File: config.mk
export PLATFORM = sky130hd
export DESIGN_NAME = ramb_arbiter_flat
export DESIGN_NICKNAME = d
export VERILOG_FILES = /design/src/rtl/ramb_arbiter_if.sv /design/src/rtl/ramb_arbiter.sv /design/src/flat_wrapper.sv
export SDC_FILE = /design/constraint.sdc
export NUM_CORES = 1
export LEC_CHECK = 0
export CORE_AREA = 2 2 72 74
export DETAILED_ROUTE_END_ITERATION = 7
export DIE_AREA = 0 0 74 76
export PLACE_DENSITY = 0.89
export SETUP_SLACK_MARGIN = 0.05
export SYNTH_ARGS = -nofsm -noshare
export SYNTH_HDL_FRONTEND = slang
export SYNTH_SLANG_ARGS = --single-unit
File: constraint.sdc
create_clock -name clk_i -period 2.7 [get_ports clk_i]
set_input_delay 0.54 -clock clk_i [delete_from_list [all_inputs] [get_ports clk_i]]
set_output_delay 0.54 -clock clk_i [all_outputs]
set_load 0.005 [all_outputs]
File: src/rtl/ramb_arbiter_if.sv
// ---------------------------------------------------------------------------
// ramb_arbiter_if
//   Bundles the requester-side handshake and the ramb_* memory bus of the
//   upper-RAM port B arbiter.
//
//   Requester side : rq_rd_i/rq_wr_i (level requests), per-requester address
//                    and write data, rq_ack_o completion pulses, rq_data_o
//                    read data, err_o timeout pulse.
//   Memory side    : ramb_addr/ramb_dout/ramb_wr/ramb_rd towards upper_ram,
//                    ramb_din/ramb_wr_ack/ramb_rd_ack back from it.
//
//   Modports:
//     master - the arbiter itself (drives the ramb_* strobes and rq_* replies)
//     slave  - the surrounding system (requesters plus memory)
// ---------------------------------------------------------------------------
interface ramb_arbiter_if #(
  parameter int ADDR_W = 16
);
  logic [1:0]        rq_rd_i;
  logic [1:0]        rq_wr_i;
  logic [ADDR_W-1:0] rq0_addr_i;
  logic [ADDR_W-1:0] rq1_addr_i;
  logic [7:0]        rq0_data_i;
  logic [7:0]        rq1_data_i;
  logic [1:0]        rq_ack_o;
  logic [7:0]        rq_data_o;
  logic              err_o;
  logic [ADDR_W-1:0] ramb_addr;
  logic              ramb_wr;
  logic              ramb_rd;
  logic [7:0]        ramb_dout;
  logic [7:0]        ramb_din;
  logic              ramb_wr_ack;
  logic              ramb_rd_ack;

  modport master (
    input  rq_rd_i, rq_wr_i, rq0_addr_i, rq1_addr_i, rq0_data_i, rq1_data_i,
    input  ramb_din, ramb_wr_ack, ramb_rd_ack,
    output rq_ack_o, rq_data_o, err_o,
    output ramb_addr, ramb_wr, ramb_rd, ramb_dout
  );

  modport slave (
    output rq_rd_i, rq_wr_i, rq0_addr_i, rq1_addr_i, rq0_data_i, rq1_data_i,
    output ramb_din, ramb_wr_ack, ramb_rd_ack,
    input  rq_ack_o, rq_data_o, err_o,
    input  ramb_addr, ramb_wr, ramb_rd, ramb_dout
  );
endinterface

File: src/rtl/ramb_arbiter.sv
// ---------------------------------------------------------------------------
// ramb_arbiter
//   Two-requester round-robin arbiter for the shared upper-RAM port B.
//   Requester 0 is the AdamNet disk/DMA engine, requester 1 the secondary
//   loader path. One byte access is in flight at a time; each completes with
//   a one-cycle rq_ack_o pulse, either on the matching memory ack or, if the
//   memory never answers, after TIMEOUT_CYCLES WAIT cycles with err_o and
//   read data forced to 8'hFF.
//
//   Ports:
//     clk_i      - system clock
//     reset_n_i  - synchronous active-low reset
//     bus        - ramb_arbiter_if.master (requests, replies, ramb_* bus)
//   Optional (macro RAMB_ARB_STATS_EN):
//     grant_cnt0_o  - saturating completion count, requester 0
//     grant_cnt1_o  - saturating completion count, requester 1
//     timeout_cnt_o - saturating timeout completion count
//
//   Parameters:
//     ADDR_W         - ramb address width (must match the interface)
//     TIMEOUT_CYCLES - WAIT cycles before forced completion, >= 2
// ---------------------------------------------------------------------------
module ramb_arbiter #(
  parameter int ADDR_W         = 16,
  parameter int TIMEOUT_CYCLES = 15
) (
  input  logic           clk_i,
  input  logic           reset_n_i,
  ramb_arbiter_if.master bus
`ifdef RAMB_ARB_STATS_EN
  ,
  output logic [15:0]    grant_cnt0_o,
  output logic [15:0]    grant_cnt1_o,
  output logic [7:0]     timeout_cnt_o
`endif
);

  // Counter only has to reach TIMEOUT_CYCLES-1.
  localparam int CNT_W = (TIMEOUT_CYCLES > 2) ? $clog2(TIMEOUT_CYCLES) : 1;
  localparam logic [CNT_W-1:0] TMO_LAST = CNT_W'(TIMEOUT_CYCLES - 1);

  typedef enum logic [0:0] {
    ST_IDLE = 1'b0,
    ST_WAIT = 1'b1
  } state_t;

  // One-hot encoding of a requester id, used for ack and holdoff mask.
  function automatic logic [1:0] onehot2(input logic id);
    if (id) begin
      return 2'b10;
    end else begin
      return 2'b01;
    end
  endfunction

  state_t            state_r;
  logic              last_grant_r;
  logic              gnt_r;
  logic              op_wr_r;
  logic [1:0]        mask_r;
  logic [CNT_W-1:0]  tmo_cnt_r;

  logic [1:0]        elig_s;
  logic              grant_valid_s;
  logic              grant_id_s;
  logic              grant_wr_s;
  logic [ADDR_W-1:0] grant_addr_s;
  logic [7:0]        grant_data_s;
  logic              ack_hit_s;
  logic              tmo_hit_s;
  logic              done_s;

  // Request selection: eligible requesters, round-robin tie break, operand mux.
  always_comb begin
    elig_s        = (bus.rq_rd_i | bus.rq_wr_i) & ~mask_r;
    grant_valid_s = |elig_s;
    if (elig_s == 2'b11) begin
      grant_id_s = ~last_grant_r;
    end else if (elig_s[1]) begin
      grant_id_s = 1'b1;
    end else begin
      grant_id_s = 1'b0;
    end
    // Write wins when rd and wr are both raised.
    if (grant_id_s) begin
      grant_wr_s   = bus.rq_wr_i[1];
      grant_addr_s = bus.rq1_addr_i;
      grant_data_s = bus.rq1_data_i;
    end else begin
      grant_wr_s   = bus.rq_wr_i[0];
      grant_addr_s = bus.rq0_addr_i;
      grant_data_s = bus.rq0_data_i;
    end
  end

  // Completion detection: only the ack matching the latched op counts.
  always_comb begin
    if (op_wr_r) begin
      ack_hit_s = bus.ramb_wr_ack;
    end else begin
      ack_hit_s = bus.ramb_rd_ack;
    end
    tmo_hit_s = (tmo_cnt_r == TMO_LAST);
    if (state_r == ST_WAIT) begin
      done_s = ack_hit_s | tmo_hit_s;
    end else begin
      done_s = 1'b0;
    end
  end

  // Arbiter FSM with registered strobes, replies and round-robin state.
  always_ff @(posedge clk_i) begin
    if (!reset_n_i) begin
      state_r       <= ST_IDLE;
      last_grant_r  <= 1'b1;
      gnt_r         <= 1'b0;
      op_wr_r       <= 1'b0;
      mask_r        <= 2'b00;
      tmo_cnt_r     <= {CNT_W{1'b0}};
      bus.rq_ack_o  <= 2'b00;
      bus.rq_data_o <= 8'h00;
      bus.err_o     <= 1'b0;
      bus.ramb_addr <= {ADDR_W{1'b0}};
      bus.ramb_wr   <= 1'b0;
      bus.ramb_rd   <= 1'b0;
      bus.ramb_dout <= 8'h00;
    end else begin
      // Strobes and reply pulses last a single cycle.
      bus.ramb_wr  <= 1'b0;
      bus.ramb_rd  <= 1'b0;
      bus.rq_ack_o <= 2'b00;
      bus.err_o    <= 1'b0;
      case (state_r)
        ST_IDLE: begin
          // The holdoff mask only ever covers the first IDLE cycle.
          mask_r <= 2'b00;
          if (grant_valid_s) begin
            state_r       <= ST_WAIT;
            gnt_r         <= grant_id_s;
            op_wr_r       <= grant_wr_s;
            bus.ramb_addr <= grant_addr_s;
            tmo_cnt_r     <= {CNT_W{1'b0}};
            if (grant_wr_s) begin
              bus.ramb_dout <= grant_data_s;
              bus.ramb_wr   <= 1'b1;
            end else begin
              bus.ramb_rd   <= 1'b1;
            end
          end else begin
            state_r <= ST_IDLE;
          end
        end
        ST_WAIT: begin
          if (done_s) begin
            state_r      <= ST_IDLE;
            bus.rq_ack_o <= onehot2(gnt_r);
            last_grant_r <= gnt_r;
            mask_r       <= onehot2(gnt_r);
            // An ack on the timeout edge still counts as a clean completion.
            bus.err_o    <= ~ack_hit_s;
            if (!op_wr_r) begin
              if (ack_hit_s) begin
                bus.rq_data_o <= bus.ramb_din;
              end else begin
                bus.rq_data_o <= 8'hFF;
              end
            end else begin
              bus.rq_data_o <= bus.rq_data_o;
            end
          end else begin
            tmo_cnt_r <= tmo_cnt_r + CNT_W'(1);
          end
        end
        default: begin
          state_r <= ST_IDLE;
        end
      endcase
    end
  end

`ifdef RAMB_ARB_STATS_EN
  // Saturating completion and timeout statistics.
  always_ff @(posedge clk_i) begin
    if (!reset_n_i) begin
      grant_cnt0_o  <= 16'h0000;
      grant_cnt1_o  <= 16'h0000;
      timeout_cnt_o <= 8'h00;
    end else if (done_s) begin
      if (gnt_r) begin
        if (grant_cnt1_o != 16'hFFFF) begin
          grant_cnt1_o <= grant_cnt1_o + 16'd1;
        end
      end else begin
        if (grant_cnt0_o != 16'hFFFF) begin
          grant_cnt0_o <= grant_cnt0_o + 16'd1;
        end
      end
      if (!ack_hit_s && (timeout_cnt_o != 8'hFF)) begin
        timeout_cnt_o <= timeout_cnt_o + 8'd1;
      end
    end
  end
`endif

endmodule

File: src/flat_wrapper.sv
// flat-port wrapper written by rule: the top's interface ports become plain ports
module ramb_arbiter_flat 
#(
  parameter int ADDR_W         = 16,
  parameter int TIMEOUT_CYCLES = 15
)
  (clk_i, reset_n_i, bus_rq_rd_i, bus_rq_wr_i, bus_rq0_addr_i, bus_rq1_addr_i, bus_rq0_data_i, bus_rq1_data_i, bus_ramb_din, bus_ramb_wr_ack, bus_ramb_rd_ack, bus_rq_ack_o, bus_rq_data_o, bus_err_o, bus_ramb_addr, bus_ramb_wr, bus_ramb_rd, bus_ramb_dout);
  ramb_arbiter_if #(.ADDR_W(ADDR_W)) bus_i ();
  input  logic clk_i;
  input  logic reset_n_i;
  input wire logic [$bits(bus_i.rq_rd_i)-1:0] bus_rq_rd_i;
  input wire logic [$bits(bus_i.rq_wr_i)-1:0] bus_rq_wr_i;
  input wire logic [$bits(bus_i.rq0_addr_i)-1:0] bus_rq0_addr_i;
  input wire logic [$bits(bus_i.rq1_addr_i)-1:0] bus_rq1_addr_i;
  input wire logic [$bits(bus_i.rq0_data_i)-1:0] bus_rq0_data_i;
  input wire logic [$bits(bus_i.rq1_data_i)-1:0] bus_rq1_data_i;
  input wire logic [$bits(bus_i.ramb_din)-1:0] bus_ramb_din;
  input wire logic [$bits(bus_i.ramb_wr_ack)-1:0] bus_ramb_wr_ack;
  input wire logic [$bits(bus_i.ramb_rd_ack)-1:0] bus_ramb_rd_ack;
  output wire logic [$bits(bus_i.rq_ack_o)-1:0] bus_rq_ack_o;
  output wire logic [$bits(bus_i.rq_data_o)-1:0] bus_rq_data_o;
  output wire logic [$bits(bus_i.err_o)-1:0] bus_err_o;
  output wire logic [$bits(bus_i.ramb_addr)-1:0] bus_ramb_addr;
  output wire logic [$bits(bus_i.ramb_wr)-1:0] bus_ramb_wr;
  output wire logic [$bits(bus_i.ramb_rd)-1:0] bus_ramb_rd;
  output wire logic [$bits(bus_i.ramb_dout)-1:0] bus_ramb_dout;
  assign bus_i.rq_rd_i = bus_rq_rd_i;
  assign bus_i.rq_wr_i = bus_rq_wr_i;
  assign bus_i.rq0_addr_i = bus_rq0_addr_i;
  assign bus_i.rq1_addr_i = bus_rq1_addr_i;
  assign bus_i.rq0_data_i = bus_rq0_data_i;
  assign bus_i.rq1_data_i = bus_rq1_data_i;
  assign bus_i.ramb_din = bus_ramb_din;
  assign bus_i.ramb_wr_ack = bus_ramb_wr_ack;
  assign bus_i.ramb_rd_ack = bus_ramb_rd_ack;
  assign bus_rq_ack_o = bus_i.rq_ack_o;
  assign bus_rq_data_o = bus_i.rq_data_o;
  assign bus_err_o = bus_i.err_o;
  assign bus_ramb_addr = bus_i.ramb_addr;
  assign bus_ramb_wr = bus_i.ramb_wr;
  assign bus_ramb_rd = bus_i.ramb_rd;
  assign bus_ramb_dout = bus_i.ramb_dout;
  ramb_arbiter #(.ADDR_W(ADDR_W), .TIMEOUT_CYCLES(TIMEOUT_CYCLES)) u_core (.clk_i(clk_i), .reset_n_i(reset_n_i), .bus(bus_i));
endmodule
==> results of run 1 <==
[routing by layer]
metal / track usage, % / part of all wire (%)
met1: 22.7 / 41
met4: 6.18 / 1.3
met2: 32.9 / 51
met5: 0 / 0
met3: 4.89 / 6.9
[power breakdown]
group	leakage, nW	total, mW	switching (mW)	internal (mW)
clock	0.0474	0.446	0.237	0.209
combinational	0.753	0.434	0.167	0.267
sequential	0.387	0.806	0.0481	0.758
total	1.19	1.69	0.453	1.23
[final cells by class]
cell class | count | area [um2]
inverter | 8 | 30.0
tap | 70 | 87.6
timing repair buffer | 107 | 1050
sequential | 47 | 941
clock buffer | 6 | 82.6
multi-input combinational | 135 | 977
clock inverter | 2 | 16.3
fill | 406 | 1720
[sequential cells by signal, indices dropped and copies added (netlist names), 2 cells and up]
| name | flops |
|---|---|
| u_core.bus.rq_data_o | 8 |
| u_core.bus.ramb_addr | 16 |
| u_core.mask_r | 2 |
| u_core.bus.ramb_dout | 8 |
| u_core.bus.rq_ack_o | 2 |
| u_core.tmo_cnt_r | 4 |
[path summary, 6_finish.rpt]
path	slack, ps	startpoint	cells past startpoint	to
min reg2reg	470	u_core.gnt_r	1	u_core.bus.rq_ack_o[0]
min	470	u_core.gnt_r	1	u_core.bus.rq_ack_o[0]
max reg2reg	740	u_core.op_wr_r	4	u_core.bus.rq_data_o[4]
max	580	bus_rq_wr_i[1]	5	u_core.op_wr_r
[placed cells by master (no fill, tap or decap), types with 2 or more instances in the layout]
cell type | netlist | routed
ha_1 | 2 | 2
o2bb2ai_1 | 16 | 16
clkdlybuf4s50_1 | 0 | 100
inv_1 | 8 | 8
dfxtp_1 | 47 | 47
mux2i_1 | 24 | 24
a21oi_1 | 21 | 21
o31ai_1 | 8 | 8
nand3_1 | 3 | 3
o21bai_1 | 2 | 2
and2_1 | 2 | 2
nor2_1 | 7 | 7
o21ai_0 | 17 | 17
and3_1 | 2 | 2
buf_4 | 2 | 7
clkbuf_8 | 0 | 6
nand2_1 | 10 | 10
[cell families (layout without fill, tap and decap cells)]
| logic type | count (synthesis) | count (layout) | synth area share, % |
|---|---|---|---|
| and+or+nand+nor | 28 | 28 | 6.57 |
| DFF | 47 | 47 | 47.0 |
| AOI/OAI and AO/OA | 80 | 80 | 28.1 |
| adders and majority gates | 2 | 2 | 1.25 |
| buffers and inverters | 19 | 123 | 4.50 |
| muxes | 25 | 25 | 12.6 |
[through the flow]
stage / hold slack [ps] / utilization (%) / area (um2) / instances / setup WS [ps]
3_3_place_gp: 433 / 62.9 / 3090 / 367 / 406
5_1_grt: 479 / 64.9 / 3190 / 375 / 474
3_5_place_dp: 447 / 62.9 / 3090 / 367 / 300
4_1_cts: 469 / 64.9 / 3190 / 375 / 615
6_report: 465 / 64.9 / 3190 / 375 / 576
2_1_floorplan: 413 / - / 2000 / 201 / 951
==> results.py, run 1 <==
metrics = {
    "yosys": {
        "synth_warnings": 0,
        "synth_edf_count": 0,
        "synth.net_count": 267,
        "netlist_top_cells_area": "dfxtp_1, mux2i_1, o2bb2ai_1",
        "ys_seq_area_share_pct": 47.0,
        "async_reset_ff_share_pct": 0,
        "synthesis.area_um2": 2000,
        "yosysMostFrequentCell": "dfxtp_1",
        "ys_seq_elements": 47,
        "synth_top_flop_cell": "dfxtp_1",
        "synth.top_cell.area_share_pct": 47.0,
        "syn_avg_cell_area_um2": 9.95,
        "synth_common_cells": "dfxtp_1, mux2i_1, a21oi_1, o21ai_0, o2bb2ai_1",
        "synth_top_area_cell": "dfxtp_1",
        "postSynthCellCount": 201,
        "ys_types": 39,
    },
    "sta": {
        "maxSlewViolCount": 0,
        "finalClockSkew_ps": 8.95,
        "worst-slew-pin-transition_ps": 644,
        "fmax_mhz": 471,
        "period_share_pct": 78.7,
        "hold_viol": 0,
        "min_period_ps": 2120,
        "relSlewSlack_pct": 56.8,
        "finalSetupViolations": 0,
        "fin_setup_tns_ps": 0,
        "rsz0062_at_grt": "false",
    },
    "placement": {
        "portBuffers": 100,
        "dpl.hpwl_um": 4060,
        "gp_congestion": 0.783,
    },
    "power": {
        "power.leakage_nw": 1.19,
        "power.density_nw_per_um2": 529,
        "finalPower_mw": 1.69,
        "ir_drop_v": 0.000328,
    },
    "routing": {
        "wl_per_cell_um": 14.0,
        "wirelength_um": 5240,
        "drt-initial-drc-count": 68,
        "via_count": 1909,
        "dr.pass1.iters": 4,
        "drc": 0,
        "vias_per_cell": 5.09,
        "postRouteAntennaNets": 0,
    },
    "clock_tree": {
        "cts_tree": "built",
        "post_cts_resized": 0,
        "clkLatencyLatePin_ps": 300,
        "holdBufCountCts": 0,
        "postCtsSetupBuffers": 0,
        "cts.htree.levels": 2,
        "cts_root_buf": "clkbuf_8",
        "cts.sinks": 47,
        "cts_max_path_buffers": 2,
        "cts_buffers": 5,
        "cts.clk_slew.worst_paths_ps": 90,
    },
    "outcome": {
        "status": "complete, no violations",
    },
    "worst_setup_path": {
        "critical_path_class": "in -> reg",
        "cp_max_fo": 10,
        "slowest_stage": "clkdlybuf4s50_1",
        "crit_required_ps": 2940,
        "crit_path_max_incr_delay_ps": 450,
        "worstSetupEndpointType": "flip-flop",
        "worstPathArrival_ps": 2360,
        "cp-start-kind": "input port",
        "path_cells": "clkdlybuf4s50_1 -> o21bai_1 -> o2111a_1 -> or2_1 -> a22o_1",
        "worst-path-buf-inv": 1,
        "crit_family": "compound AO/OA/AOI/OAI gates",
    },
    "floorplanning": {
        "die_h_um": 76,
        "die_w_um": 74,
        "rows": 26,
        "start_util_pct": 40.7,
        "die-area_um2": 5620,
        "design.core.area_um2": 4910,
        "io_pins": 101,
    },
    "global_route": {
        "grt_pass1_wl_um": 8540,
        "grt_pass1_vias": 1949,
        "antenna_found_initial": 0,
        "grt_use_total_pct": 19.1,
        "gr-total-overflow": 0,
        "grt_max_degree": 18,
    },
    "job": {
        "drv_cap": 0,
    },
    "cells_and_area": {
        "antenna_cells": 0,
        "area_growth_pct": 59.3,
        "nets": 370,
        "drive_gt1_share_pct": 6.23,
    },
    "min_path": {
        "hp-class": "reg -> reg",
    },
}
No activity file was read; power rests on OpenSTA's default activity.
==> inputs of run 2 (changes only) <==
--- a/config.mk
+++ b/config.mk
@@ -5,10 +5,10 @@
 export SDC_FILE = /design/constraint.sdc
 export NUM_CORES = 1
 export LEC_CHECK = 0
-export CORE_AREA = 2 2 72 74
+export CORE_AREA = 2 2 74 76
 export DETAILED_ROUTE_END_ITERATION = 7
-export DIE_AREA = 0 0 74 76
-export PLACE_DENSITY = 0.89
+export DIE_AREA = 0 0 76 78
+export PLACE_DENSITY = 0.85
 export SETUP_SLACK_MARGIN = 0.05
 export SYNTH_ARGS = -nofsm -noshare
 export SYNTH_HDL_FRONTEND = slang
==> constraint.sdc (replaced) <==
create_clock -name clk_i -period 2.1 [get_ports clk_i]
set_input_delay 0.42 -clock clk_i [delete_from_list [all_inputs] [get_ports clk_i]]
set_output_delay 0.42 -clock clk_i [all_outputs]
set_load 0.005 [all_outputs]
==> run 2 against run 1 <==
Utilization fell by 0.63 points. Combinational power rose by 38%. Clock skew decreased by 6.2 ps. Clock power up 13%. Highest routed layer unchanged.
==> results.py, run 2 (synthesized netlist as in run 1, its figures left out) <==
metrics = {
    "power": {
        "power.leakage_nw": 1.22,
        "ir_drop_v": 0.000392,
        "power.density_nw_per_um2": 658,
    },
    "cells_and_area": {
        "nets": 376,
        "final_cells": 381,
        "area_growth_pct": 62.0,
        "reg_top3": "u_core.bus.ramb_addr: 16 flops, u_core.bus.ramb_dout: 8 flops, u_core.bus.rq_data_o: 8 flops",
        "final_util_pct": 64.3,
        "final_common_cell": "clkdlybuf4s50_1",
        "multi_input_area_um2": 977,
        "antenna_cells": 0,
        "layout_common_cells": "clkdlybuf4s50_1, dfxtp_1, mux2i_1, a21oi_1, o21ai_0",
        "largest_reg_flops": 16,
        "regArea_um2": 941,
        "drive_gt1_share_pct": 7.40,
        "top_register": "u_core.bus.ramb_addr",
        "fill_cells": 454,
        "fin_area_um2": 3240,
    },
    "floorplanning": {
        "rows": 26,
        "die_h_um": 78,
        "die-area_um2": 5930,
        "design.core.area_um2": 5040,
        "io_pins": 101,
        "start_util_pct": 39.7,
        "die_w_um": 76,
    },
    "global_route": {
        "grt_pass1_vias": 1905,
        "grt_max_degree": 18,
        "antenna_found_initial": 0,
        "gr-total-overflow": 0,
        "grt_use_total_pct": 18.7,
        "grt_pass1_wl_um": 9100,
    },
    "min_path": {
        "min_from": "u_core.bus.ramb_addr[14]",
        "holdPathStages": 1,
        "hp-class": "reg -> reg",
    },
    "placement": {
        "dpl.cell_count": 373,
        "dpl.hpwl_um": 4210,
        "portBuffers": 100,
        "gp_congestion": 0.767,
        "dpl-instance-area_um2": 3160,
        "pre_cts_ws_ps": -4.09,
    },
    "worst_setup_path": {
        "worstSetupEndpointType": "flip-flop",
        "worst-path-buf-inv": 1,
        "path_cells": "clkdlybuf4s50_1 -> o21ba_4 -> a2111oi_4 -> or2_1 -> a22o_1",
        "crit_start": "bus_rq_wr_i[0]",
        "crit_family": "compound AO/OA/AOI/OAI gates",
        "crit_path_max_incr_delay_ps": 470,
        "r2r_start": "u_core.mask_r[1]",
        "slowest_stage": "clkdlybuf4s50_1",
        "path_depth": 5,
        "ff2ff_path_depth": 4,
        "cp-start-kind": "input port",
        "critical_path_class": "in -> reg",
        "crit_required_ps": 2330,
        "cp_max_fo": 10,
        "worstPathArrival_ps": 2040,
    },
    "clock_tree": {
        "postCtsSetupBuffers": 0,
        "cts_tree": "built",
        "holdBufCountCts": 0,
        "cts_buffers": 5,
        "cts_root_buf": "clkbuf_8",
        "cts.clk_slew.worst_paths_ps": 80,
        "post_cts_resized": 0,
        "cts_max_path_buffers": 2,
        "cts.htree.levels": 2,
        "cts.sinks": 47,
        "clkLatencyLatePin_ps": 280,
    },
    "sta": {
        "period_share_pct": 86.0,
        "finalSetupViolations": 0,
        "min_period_ps": 1810,
        "hold_viol": 0,
        "rsz0062_at_grt": "false",
        "fin_ws_ps": 294,
        "hold_slack_ps": 468,
        "maxSlewViolCount": 0,
        "fmax_mhz": 554,
        "finalClockSkew_ps": 2.76,
        "relSlewSlack_pct": 73.6,
        "worst-slew-pin-transition_ps": 394,
    },
    "routing": {
        "via_count": 1933,
        "wirelength_um": 5420,
        "drc": 0,
        "vias_per_cell": 5.07,
        "dr.pass1.iters": 4,
        "drt-initial-drc-count": 96,
        "wl_per_cell_um": 14.2,
        "postRouteAntennaNets": 0,
    },
    "outcome": {
        "status": "complete, no violations",
    },
    "job": {
        "drv_cap": 0,
    },
}
[run 2: cell count changes in the layout (fill, tap and decap cells not counted)]
cell	change
buf_4	+4
buf_12	+2
clkbuf_1	+2
clkbuf_8	-1
clkinv_2	+1
clkinv_4	-1
clkinvlp_4	-1
[run 2: worst paths after layout]
path / to / slack (ps)
hold / removal: u_core.bus.ramb_addr[14] / 470
setup / recovery: u_core.op_wr_r / 290
setup reg to reg: u_core.op_wr_r / 490
hold reg to reg: u_core.bus.ramb_addr[14] / 470
[run 2: worst register-to-register path, cell delays in order (launching register included)]
cell and delay, ps:
dfxtp_1 370, o21bai_1 260, o2111a_1 280, or2_1 330, a22o_1 270
[run 2: cell type report]
cell class	count	area share [%]
Clock buffer	7	2.36
Clock inverter	1	0.154
Timing Repair Buffer	113	34.7
Sequential cell	47	29.0
Inverter	8	0.927
Multi-Input combinational cell	135	30.2
Tap cell	70	2.70
[run 2: stage by stage]
stage          TNS [ps]  power, mW
2_1_floorplan         0       1.29
3_3_place_gp          0       1.63
3_5_place_dp      -6.18       1.65
4_1_cts               0       2.15
5_1_grt               0       2.24
6_report              0       2.13
[run 2: report_power, final]
| group | internal, mW | switching, mW |
|---|---|---|
| clock network | 0.234 | 0.272 |
| registers | 0.974 | 0.0500 |
| logic | 0.367 | 0.234 |
| total | 1.57 | 0.556 |
[run 2: routing by layer]
layer	part of all wire [%]	global-route usage, %
met5	0	0
met2	50	32.3
met3	5.1	4.53
met1	44	23.2
met4	1.3	5.82
